--- config.mk ---
export PLATFORM = sky130hd
export DESIGN_NAME = muldiv_unit_flat
export DESIGN_NICKNAME = d
export VERILOG_FILES = /design/src/rtl/muldiv_pkg.sv /design/src/rtl/muldiv_if.sv /design/src/rtl/muldiv_iter.sv /design/src/rtl/muldiv_unit.sv /design/src/flat_wrapper.sv
export SDC_FILE = /design/constraint.sdc
export NUM_CORES = 1
export LEC_CHECK = 0
export ABC_AREA = 1
export BUFFER_PORTS_ARGS = -buffer_cell sky130_fd_sc_hd__clkbuf_2
export CAP_MARGIN = 40
export CELL_PAD_IN_SITES_DETAIL_PLACEMENT = 0
export CELL_PAD_IN_SITES_GLOBAL_PLACEMENT = 1
export CORE_MARGIN = 4
export CORE_UTILIZATION = 38
export CTS_BUF_LIST = sky130_fd_sc_hd__clkbuf_4 sky130_fd_sc_hd__clkbuf_8 sky130_fd_sc_hd__clkbuf_16
export CTS_CLUSTER_DIAMETER = 200
export CTS_CLUSTER_SIZE = 12
export DETAILED_ROUTE_END_ITERATION = 16
export PLACE_DENSITY_LB_ADDON = 0.2
export SLEW_MARGIN = 10
export SYNTH_ARGS = -nofsm -noshare
export SYNTH_HDL_FRONTEND = slang
export SYNTH_HIERARCHICAL = 1
export SYNTH_SLANG_ARGS = --single-unit
--- constraint.sdc ---
create_clock -name clk -period 3.61 [get_ports clk]
set_clock_uncertainty 0.2 [all_clocks]
set_input_delay 0.722 -clock clk [delete_from_list [all_inputs] [get_ports clk]]
set_output_delay 0.722 -clock clk [all_outputs]
set_load 0.005 [all_outputs]
--- src/rtl/muldiv_pkg.sv ---
// muldiv_pkg: op encodings, FSM state type and iteration count shared by the
// multiply/divide unit, its iterative datapath and its interface.
package muldiv_pkg;

  localparam int MD_ITERS = 32;

  typedef enum logic [2:0] {
    MD_MULT  = 3'b000,
    MD_MULTU = 3'b001,
    MD_DIV   = 3'b010,
    MD_DIVU  = 3'b011,
    MD_MTHI  = 3'b100,
    MD_MTLO  = 3'b101
  } md_op_e;

  typedef enum logic [1:0] {
    IDLE,
    MUL,
    DIV
  } md_state_e;

  function automatic logic is_mul_op(input logic [2:0] op);
    return op[2:1] == 2'b00;
  endfunction

  function automatic logic is_div_op(input logic [2:0] op);
    return op[2:1] == 2'b01;
  endfunction

endpackage

--- src/rtl/muldiv_if.sv ---
// muldiv_if: controller-to-muldiv bus. The controller is master (drives op,
// strobe and operands); the unit is slave (drives HI/LO/busy).
interface muldiv_if #(parameter int WIDTH = 32);
  logic [2:0]       muldivOP;
  logic             muldivWE;
  logic [WIDTH-1:0] A;
  logic [WIDTH-1:0] B;
  logic [WIDTH-1:0] HI;
  logic [WIDTH-1:0] LO;
  logic             busy;

  modport master (output muldivOP, muldivWE, A, B, input HI, LO, busy);
  modport slave  (input muldivOP, muldivWE, A, B, output HI, LO, busy);
endinterface

--- src/rtl/muldiv_iter.sv ---
// muldiv_iter: one-bit-per-cycle datapath on unsigned magnitudes.
// Multiply: acc = {partial, multiplier}, shift-add right each step.
// Divide:   acc = {remainder, dividend/quotient}, restoring step, shift left.
// acc_next is the result of the step taken on the coming edge, so the
// owner can capture the final value on the same edge as the last step.
module muldiv_iter #(
  parameter int WIDTH = 32
) (
  input  logic               clk,
  input  logic               reset,
  input  logic               start,
  input  logic               is_div,
  input  logic [WIDTH-1:0]   ld_acc,    // multiplier or dividend
  input  logic [WIDTH-1:0]   ld_opnd,   // multiplicand or divisor
  input  logic               step,
  output logic [2*WIDTH-1:0] acc_next,
  output logic               last
);
  localparam int CNT_W = $clog2(WIDTH) + 1;

  logic [2*WIDTH-1:0] acc;
  logic [WIDTH-1:0]   opnd;
  logic [CNT_W-1:0]   cnt;
  logic               div_mode;

  logic [WIDTH:0]     sum;
  logic [WIDTH:0]     rem_sh;
  logic [WIDTH-1:0]   diff;

  // Single shift-add or restoring-subtract step on the current accumulator.
  always_comb begin
    sum      = '0;
    rem_sh   = '0;
    diff     = '0;
    acc_next = acc;
    if (div_mode) begin
      rem_sh = {acc[2*WIDTH-1:WIDTH], acc[WIDTH-1]};
      // When rem_sh >= opnd the true difference is < opnd, so W bits suffice.
      diff   = rem_sh[WIDTH-1:0] - opnd;
      if (rem_sh >= {1'b0, opnd})
        acc_next = {diff, acc[WIDTH-2:0], 1'b1};
      else
        acc_next = {rem_sh[WIDTH-1:0], acc[WIDTH-2:0], 1'b0};
    end else begin
      sum      = {1'b0, acc[2*WIDTH-1:WIDTH]} + (acc[0] ? {1'b0, opnd} : '0);
      acc_next = {sum, acc[WIDTH-1:1]};
    end
  end

  assign last = (cnt == CNT_W'(WIDTH - 1));

  // Accumulator/counter: load on start, advance one step per enabled cycle.
  always_ff @(posedge clk) begin
    if (reset) begin
      acc      <= '0;
      opnd     <= '0;
      cnt      <= '0;
      div_mode <= 1'b0;
    end else if (start) begin
      acc      <= {{WIDTH{1'b0}}, ld_acc};
      opnd     <= ld_opnd;
      cnt      <= '0;
      div_mode <= is_div;
    end else if (step) begin
      acc      <= acc_next;
      cnt      <= cnt + 1'b1;
    end
  end

endmodule

--- src/rtl/muldiv_unit.sv ---
// muldiv_unit: multi-cycle mult/multu/div/divu with HI/LO registers and
// single-cycle mthi/mtlo. Starts are ignored while busy.
// Optional macro MULDIV_FAST_MUL_EN: mult/multu use a registered full-width
// multiply (busy for one cycle); division is always iterative.
module muldiv_unit
  import muldiv_pkg::*;
#(
  parameter int WIDTH = MD_ITERS
) (
  input  logic     clk,
  input  logic     reset,
  muldiv_if.slave  bus
);

`ifdef MULDIV_FAST_MUL_EN
  localparam bit FAST_MUL = 1'b1;
`else
  localparam bit FAST_MUL = 1'b0;
`endif

  md_state_e          state;
  logic               busy_q;
  logic [WIDTH-1:0]   hi_q, lo_q;
  logic               neg_q;     // negate product / quotient
  logic               neg_r;     // negate remainder
  logic               div0;

  logic [2:0]         op;
  logic               signed_op, sa, sb;
  logic [WIDTH-1:0]   mag_a, mag_b;
  logic               start_mul, start_div;
  logic               iter_start, iter_step, last;
  logic [2*WIDTH-1:0] acc_next;
  logic [2*WIDTH-1:0] prod_fix;
  logic [WIDTH-1:0]   quot_fix, rem_fix;

  assign op        = bus.muldivOP;
  assign signed_op = ~op[0];
  assign sa        = signed_op & bus.A[WIDTH-1];
  assign sb        = signed_op & bus.B[WIDTH-1];
  assign mag_a     = sa ? -bus.A : bus.A;
  assign mag_b     = sb ? -bus.B : bus.B;

  assign start_mul = (state == IDLE) && bus.muldivWE && is_mul_op(op);
  assign start_div = (state == IDLE) && bus.muldivWE && is_div_op(op);

  assign iter_start = start_div || (start_mul && !FAST_MUL);
  assign iter_step  = (state == DIV) || ((state == MUL) && !FAST_MUL);

  muldiv_iter #(.WIDTH(WIDTH)) u_iter (
    .clk      (clk),
    .reset    (reset),
    .start    (iter_start),
    .is_div   (start_div),
    .ld_acc   (start_div ? mag_a : mag_b),
    .ld_opnd  (start_div ? mag_b : mag_a),
    .step     (iter_step),
    .acc_next (acc_next),
    .last     (last)
  );

  // Sign fix-up on the final step's result. With a zero divisor the
  // remainder path ends holding |A|, so restoring its sign yields A itself.
  assign prod_fix = neg_q ? -acc_next : acc_next;
  assign quot_fix = div0 ? '1 : (neg_q ? -acc_next[WIDTH-1:0] : acc_next[WIDTH-1:0]);
  assign rem_fix  = neg_r ? -acc_next[2*WIDTH-1:WIDTH] : acc_next[2*WIDTH-1:WIDTH];

`ifdef MULDIV_FAST_MUL_EN
  logic [2*WIDTH-1:0] fast_prod;
  logic [2*WIDTH-1:0] fast_prod_d;
  // Sign-extended operands make one multiplier serve both signednesses.
  assign fast_prod_d = {{WIDTH{sa}}, bus.A} * {{WIDTH{sb}}, bus.B};
`endif

  // Control FSM plus HI/LO/busy registers.
  always_ff @(posedge clk) begin
    if (reset) begin
      state  <= IDLE;
      busy_q <= 1'b0;
      hi_q   <= '0;
      lo_q   <= '0;
      neg_q  <= 1'b0;
      neg_r  <= 1'b0;
      div0   <= 1'b0;
`ifdef MULDIV_FAST_MUL_EN
      fast_prod <= '0;
`endif
    end else begin
      case (state)
        IDLE: begin
          if (start_mul) begin
            state  <= MUL;
            busy_q <= 1'b1;
            neg_q  <= sa ^ sb;
`ifdef MULDIV_FAST_MUL_EN
            fast_prod <= fast_prod_d;
`endif
          end else if (start_div) begin
            state  <= DIV;
            busy_q <= 1'b1;
            neg_q  <= sa ^ sb;
            neg_r  <= sa;
            div0   <= (bus.B == '0);
          end else if (bus.muldivWE && op == MD_MTHI) begin
            hi_q <= bus.A;
          end else if (bus.muldivWE && op == MD_MTLO) begin
            lo_q <= bus.A;
          end
        end
        MUL: begin
`ifdef MULDIV_FAST_MUL_EN
          {hi_q, lo_q} <= fast_prod;
          state        <= IDLE;
          busy_q       <= 1'b0;
`else
          if (last) begin
            {hi_q, lo_q} <= prod_fix;
            state        <= IDLE;
            busy_q       <= 1'b0;
          end
`endif
        end
        DIV: begin
          if (last) begin
            lo_q   <= quot_fix;
            hi_q   <= rem_fix;
            state  <= IDLE;
            busy_q <= 1'b0;
          end
        end
        default: begin
          state  <= IDLE;
          busy_q <= 1'b0;
        end
      endcase
    end
  end

`ifndef MULDIV_FAST_MUL_EN
  // Product fix-up is only consumed by the iterative multiply path.
`endif

  assign bus.HI   = hi_q;
  assign bus.LO   = lo_q;
  assign bus.busy = busy_q;

endmodule

--- src/flat_wrapper.sv ---
// flat-port wrapper written by rule: the top's interface ports become plain ports
module muldiv_unit_flat import muldiv_pkg::*;
#(
  parameter int WIDTH = MD_ITERS
)
  (clk, reset, bus_muldivOP, bus_muldivWE, bus_A, bus_B, bus_HI, bus_LO, bus_busy);
  muldiv_if #(.WIDTH(WIDTH)) bus_i ();
  input  logic clk;
  input  logic reset;
  input wire logic [$bits(bus_i.muldivOP)-1:0] bus_muldivOP;
  input wire logic [$bits(bus_i.muldivWE)-1:0] bus_muldivWE;
  input wire logic [$bits(bus_i.A)-1:0] bus_A;
  input wire logic [$bits(bus_i.B)-1:0] bus_B;
  output wire logic [$bits(bus_i.HI)-1:0] bus_HI;
  output wire logic [$bits(bus_i.LO)-1:0] bus_LO;
  output wire logic [$bits(bus_i.busy)-1:0] bus_busy;
  assign bus_i.muldivOP = bus_muldivOP;
  assign bus_i.muldivWE = bus_muldivWE;
  assign bus_i.A = bus_A;
  assign bus_i.B = bus_B;
  assign bus_HI = bus_i.HI;
  assign bus_LO = bus_i.LO;
  assign bus_busy = bus_i.busy;
  muldiv_unit #(.WIDTH(WIDTH)) u_core (.clk(clk), .reset(reset), .bus(bus_i));
endmodule
* Word-level counts from Yosys, hierarchy flattened
Cells that the tools add are included.
Word-level totals: register bits 173, input bits 70
Cells by class: add/subtract/negate cells 8, order comparisons 1, eq/ne operators 15, muxes and demuxes 36, bitwise operators 5, reduce and logical (&&, ||, !) cells 20
Operators with widths (count):
- $mux 32 | 21
- $mux 64 | 3
- $pmux 32 s3 | 2
- $neg 32->32 | 4
- $neg 64->64 | 1
- $add 32x32->33 | 1
- $ge 33x32->1 | 1
- $logic_not 32->1 | 1
- $sub 32x32->32 | 1
- $ne 2x2->1 const B | 5
- $reduce_and 7->1 | 1
- $add 6x1->6 const B | 1
- $eq 3x3->1 const B | 2
- $eq 6x5->1 const B | 1
- $mux 2 | 3
- $ne 2x1->1 const B | 3
- $reduce_and 6->1 | 1
- $logic_and 1x1->1 | 5
- $mux 1 | 5
- $eq 2x1->1 const B | 2
- $logic_not 2->1 | 2
- $pmux 2 s2 | 1
- $reduce_and 2->1 | 2
- $reduce_bool 2->1 | 2
- 10 further kinds | 14

* Depth between registers and ports, before layout
word-level depth 8, gate-level depth with buffers 30, depth with buffers taken out 29

* By module
The synthesis kept the hierarchy.
Modules (own cells, without submodules):
- muldiv_iter | times used 1, cells an instance 1825, area an instance 10189.8 um^2, seq. area each 2062.0 um^2
- muldiv_unit | times used 1, cells an instance 1638, area an instance 8800.9 um^2, seq. area each 1401.3 um^2

* Worst setup path before layout
No wires, ideal clock.
path type reg2reg, from register u_core.u_iter.acc[0], to register u_core.hi_q[31] (netlist: u_core/bus.HI[31]), library setup time 66 ps, data arrival time 3161 ps, required time 3344 ps, slack 182 ps, cell stages (with the launch flop) 28, period minus slack after synthesis 3428 ps, path through dfxtp_1 clkbuf_1 clkbuf_1 nand2_1 inv_1 ha_1 fa_1 nand3_1 nand2_1 nand2_1 nand2_1 nand2_1 nand2_1 nand2_1 nand3b_1 nand3_1 nand3_1 nor2_1 nand2_1 nor2_2 nand2_1 o21ai_1 nand2_1 nand2_1 nand3_1 nand2_1 nand2_1 a21oi_2
On the way: longest elaborated chain between the ends 7
Ends and longest elaborated chain:
- from (decl) | line muldiv_iter.sv:21 | logic [2*WIDTH-1:0] acc;
- from (signal assigned) | line muldiv_iter.sv:60 | acc <= {{WIDTH{1'b0}}, ld_acc};
- from (signal assigned) | line muldiv_iter.sv:65 | acc <= acc_next;
- $mux 32 (*) | line muldiv_iter.sv:45 | sum = {1'b0, acc[2*WIDTH-1:WIDTH]} + (acc[0] ? {1'b0, opnd} : '0);
- $add 32x32->33 (*) | line muldiv_iter.sv:45
- $mux 64 (*) | line muldiv_iter.sv:36 | if (div_mode) begin
- net u_core.acc_next[49] | line muldiv_unit.sv:33 | logic [2*WIDTH-1:0] acc_next;
- $neg 64->64 / $neg 32->32 (equally long branches) | line muldiv_unit.sv:64, muldiv_unit.sv:66
- $mux 64 / $mux 32 (equally long branches) | line muldiv_unit.sv:64, muldiv_unit.sv:66
- $mux 32, on equally long branches | line muldiv_unit.sv:116, muldiv_unit.sv:124
- $pmux 32 s3 (*) | line muldiv_unit.sv:89 | case (state)
- to (signal assigned) | line muldiv_unit.sv:105 | hi_q <= bus.A;
- to (signal assigned) | line muldiv_unit.sv:117 | {hi_q, lo_q} <= prod_fix;
- to (signal assigned) | line muldiv_unit.sv:126 | hi_q <= rem_fix;
- to (decl) | line muldiv_unit.sv:23 | logic [WIDTH-1:0] hi_q, lo_q;
Mark *: on every way through the listed nets, which the timed path passes. The rest lies on a longest branch. The select of a mux whose other input is x is not followed. A chain may end at the register's enable or synchronous reset.

* Worst setup path after layout
from register u_core.u_iter.opnd[19], to register u_core.hi_q[29] (netlist: u_core/bus.HI[29])
On the way: longest elaborated chain between the ends 7
Ends and longest elaborated chain:
- from (decl) | line muldiv_iter.sv:22 | logic [WIDTH-1:0] opnd;
- from (signal assigned) | line muldiv_iter.sv:61 | opnd <= ld_opnd;
- $ge 33x32->1 (*) | line muldiv_iter.sv:40 | if (rem_sh >= {1'b0, opnd})
- $mux 64 (*) | line muldiv_iter.sv:40
- $mux 64 (*) | line muldiv_iter.sv:36
- net u_core.acc_next[42] | line muldiv_unit.sv:33
- $neg 64->64 / $neg 32->32 (equally long branches) | line muldiv_unit.sv:64, muldiv_unit.sv:66
- $mux 64 / $mux 32 (equally long branches) | line muldiv_unit.sv:64, muldiv_unit.sv:66
- $mux 32, on equally long branches | line muldiv_unit.sv:116, muldiv_unit.sv:124
- $pmux 32 s3 (*) | line muldiv_unit.sv:89
Marks and branches as above.

==> results.sh <==
export IMPL_placed_cells=4682
export IMPL_h_tree_depth=4
export IMPL_leakage_nw=14.2
export IMPL_ir_worst_vdd_v=0.000378
export IMPL_cpMostUsedCell="nor2_4"
export IMPL_coreArea_mm2=0.0492
export IMPL_syn_num_nets=3608
export IMPL_power_density_mw_per_mm2=521
export IMPL_die_h_um=232
export IMPL_yosysSeqAreaShare_pct=18.2
export IMPL_r2r_end="u_core/bus.HI[29]"
export IMPL_reg2reg_depth=29
export IMPL_start_util_pct=38.6
export IMPL_area_growth_pct=51.8
export IMPL_crit_buf_inv=7
export IMPL_fill_cells=4900
export IMPL_worstSkewPairLatency_ns=0.50
export IMPL_fmax_mhz=268
export IMPL_dp_hpwl_um=78200
export IMPL_worstPathArrival_ns=3.97
export IMPL_synth_warnings=6
export IMPL_gp_congestion=1.04
export IMPL_drtIter0Drc=2329
export IMPL_maxCapViolations=0
export IMPL_cp_end_kind="flop"
export IMPL_worstHoldPathCells=2
export IMPL_critical_path_max_stage_delay_ns=0.36
export IMPL_synth_edf_count=0
export IMPL_tritoncts="yes"
export IMPL_dieArea_mm2=0.0536
export IMPL_routed_wl_met3_um=6290
export IMPL_critPathMaxFanout=8
export IMPL_drv_slew=0
export IMPL_syn_inst=3463
export IMPL_path_delay_family="simple AND/OR/NAND/NOR gates"
export IMPL_status="finished with violations"
export IMPL_grt_pass1_wl_um=144000
export IMPL_tightest_slew_ns=0.939
export IMPL_track_usage_pct=35.1
export IMPL_cts_hold_buf=0
export IMPL_ys_flop_type="dfxtp_1"
export IMPL_grt_max_degree=96
export IMPL_netlist_top_cell_by_area="nand2_1"
export IMPL_critPathLaunchType="flop"
export IMPL_highest_layer="met5"
export IMPL_rows=81
export IMPL_routed_via_density=5.35
export IMPL_rsz0062_at_grt="yes"
export IMPL_drc=0
export IMPL_numCtsBuffers=17
export IMPL_grt_antenna_before_repair=4
export IMPL_worst_slack_ns=-0.120
export IMPL_synth_area_leaders="nand2_1, dfxtp_1, inv_1, nand3_1, nor2_1"
export IMPL_hold_violations=0
export IMPL_r2r_start="u_core/u_iter/opnd[19]"
export IMPL_final_cell_area_mm2=0.0288
export IMPL_reg2reg_slack_ns=-0.12
export IMPL_max_slew_margin_pct=36.7
export IMPL_finalNonFillerCells=4825
export IMPL_finalWorstPathRequiredPeriod_ns=3.73
export IMPL_dpl_cell_area_mm2=0.0241
export IMPL_overflow=0
export IMPL_grt_pass1_vias=24464
export IMPL_path_clk_slew_ns=0.10
export IMPL_final_layout_size_suffix_gt1_share_pct=36.5
export IMPL_setup_violations=20
export IMPL_crit_type="flop to flop"
export IMPL_first_pass_iters=6
export IMPL_wl_met2_um=46100
export IMPL_ys_types=53
export IMPL_wl_per_cell_um=20.6
export IMPL_pre_cts_ws_ns=-0.629
export IMPL_drtAntennaViolNets=0
export IMPL_avgSynthCellArea_um2=5.48
export IMPL_wirelength_um=99400
export IMPL_clk_path_buf_depth=2
export IMPL_wl_met1_um=40100
export IMPL_critical_path_required_ns=3.85
export IMPL_syn_area_mm2=0.0190
export IMPL_die_w_um=232
export IMPL_hold_end="u_core/u_iter/cnt[1]"
export IMPL_violations="setup timing"
export IMPL_finalCritPeriodShare_pct=103
export IMPL_hp_start="u_core/u_iter/cnt[1]"
export IMPL_nNetsFinal=4291
export IMPL_synth_async_reset_ratio_pct=0
export IMPL_synth_seq_cells=173
export IMPL_port_buffers=134
export IMPL_slowest_stage="dfxtp_2"
export IMPL_cts_sinks=173
export IMPL_vias=25815
export IMPL_root_buffer="clkbuf_16"
export IMPL_pin_count=135
export IMPL_yosysTopAreaCellShare_pct=21.4
export IMPL_hp_class="flop to flop"
[state kept, by name (all words and copies together) (netlist names), 2 cells and up]
signal and flops:
u_core/u_iter/acc 64, u_core/bus.HI 32, u_core/bus.LO 32, u_core/u_iter/opnd 32, u_core/u_iter/cnt 6, u_core/state 2
[power breakdown]
group	total, mW	switching (mW)	leakage [nW]	internal (mW)
Clock	2.03	1.07	0.305	0.958
Sequential	2.37	0.217	1.43	2.16
Combinational	10.6	6.22	12.5	4.40
Total	15.0	7.51	14.2	7.51
[through the flow]
| step | utilization (%) | hold slack, ns | power, mW | setup TNS (ns) |
|---|---|---|---|---|
| 3_3_place_gp | 49.0 | 0.272 | 10.3 | -15.68 |
| 3_5_place_dp | 49.1 | 0.278 | 10.3 | -14.96 |
| 5_1_grt | 58.6 | 0.319 | 15.8 | -5.37 |
| 4_1_cts | 53.9 | 0.292 | 13.4 | -0.936 |
| 2_1_floorplan | - | 0.248 | 6.48 | 0 |
| 6_report | 58.6 | 0.288 | 15.0 | -1.28 |
[metal layers]
metal	track usage, %	vias to the layer above
li1	-	12432
met1	43.0	11933
met2	59.1	1143
met3	4.38	301
met4	20.4	6
met5	0	-
[cell usage in the layout, fill, tap and decap left out, types with 8 or more instances in the layout]
master,instances
a21oi_1,179
a21oi_2,49
a31oi_1,37
buf_12,11
buf_4,602
buf_6,36
clkbuf_16,20
clkbuf_2,134
clkinv_8,8
dfxtp_1,130
dfxtp_2,38
ha_1,16
ha_4,56
inv_1,411
inv_2,70
inv_4,9
nand2_1,907
nand2_2,140
nand2_4,63
nand3_1,210
nand3_2,50
nand3_4,20
nand3b_1,12
nand4_1,52
nor2_1,271
nor2_2,41
nor2_4,79
nor3_1,17
nor3_2,9
o21ai_0,224
o21ai_1,59
o21ai_2,24
o21bai_1,8
xnor2_1,28
xor2_1,59
[cells in the mapped netlist, types with 31 or more instances]
master,n
xnor2_1,33
nand4_1,52
buf_2,31
inv_1,462
nand2_1,1082
a21oi_1,227
dfxtp_1,173
clkbuf_1,86
ha_1,73
a31oi_1,37
nor2_1,353
xor2_1,61
o21ai_0,258
o21ai_1,46
nand3_1,272
[kinds of logic (layout without fill, tap and decap cells)]
kind of cell,after synthesis,after routing,share of synthesized area (%)
AND/OR/NAND/NOR,1899,1900,42.8
buffers and inverters,622,1317,12.8
AO/OA/AOI/OAI,598,598,16.6
flip-flops,173,173,18.2
XOR/XNOR,96,96,4.51
adder cells (fa/ha/maj),75,75,5.02
other,0,2,0
[layout make-up]
| type | instances | area (um^2) | share of cell area [%] |
|---|---|---|---|
| clock buffer | 17 | 425 | 1.48 |
| timing repair buffer | 794 | 5960 | 20.7 |
| sequential | 173 | 3530 | 12.2 |
| inverter | 491 | 1870 | 6.49 |
| multi-input combinational | 2669 | 16000 | 55.5 |
| antenna | 2 | 5.00 | 0.0174 |
| clock inverter | 15 | 211 | 0.734 |
| tap | 664 | 831 | 2.88 |
[what timing repair did]
| action | 4_1_cts | 5_1_grt |
|---|---|---|
| endpoints found under the setup margin | 47 | 59 |
| gates cloned | 2 | 4 |
| hold endpoints to repair | 0 | 0 |
| setup buffers | 43 | 62 |
| pin swaps | 69 | 145 |
| resized for setup | 352 | 462 |
[worst reg2reg max path, delay by kind of cell (launching register included)]
family / cells / cell delay [ns]
compound gates: 1 / 0.14
fa+ha+maj: 1 / 0.29
buf+inv: 7 / 0.72
flops: 1 / 0.36
simple gates: 20 / 1.97
[how the worst max path moves through the flow]
stage	to	startpoint	cells after the start	slack, ns
global route	u_core/bus.HI[21]	u_core/u_iter/opnd[20]	29	-0.24
finish	u_core/bus.HI[29]	u_core/u_iter/opnd[19]	29	-0.12
detailed placement	u_core/bus.HI[25]	u_core/u_iter/acc[0]	25	-0.63
global placement	u_core/bus.HI[25]	u_core/u_iter/acc[0]	25	-0.62
floorplan	u_core/bus.HI[31]	u_core/u_iter/acc[0]	27	0.18
CTS	u_core/bus.HI[25]	u_core/u_iter/opnd[17]	25	-0.11
Power figures use the tool's default switching activity.
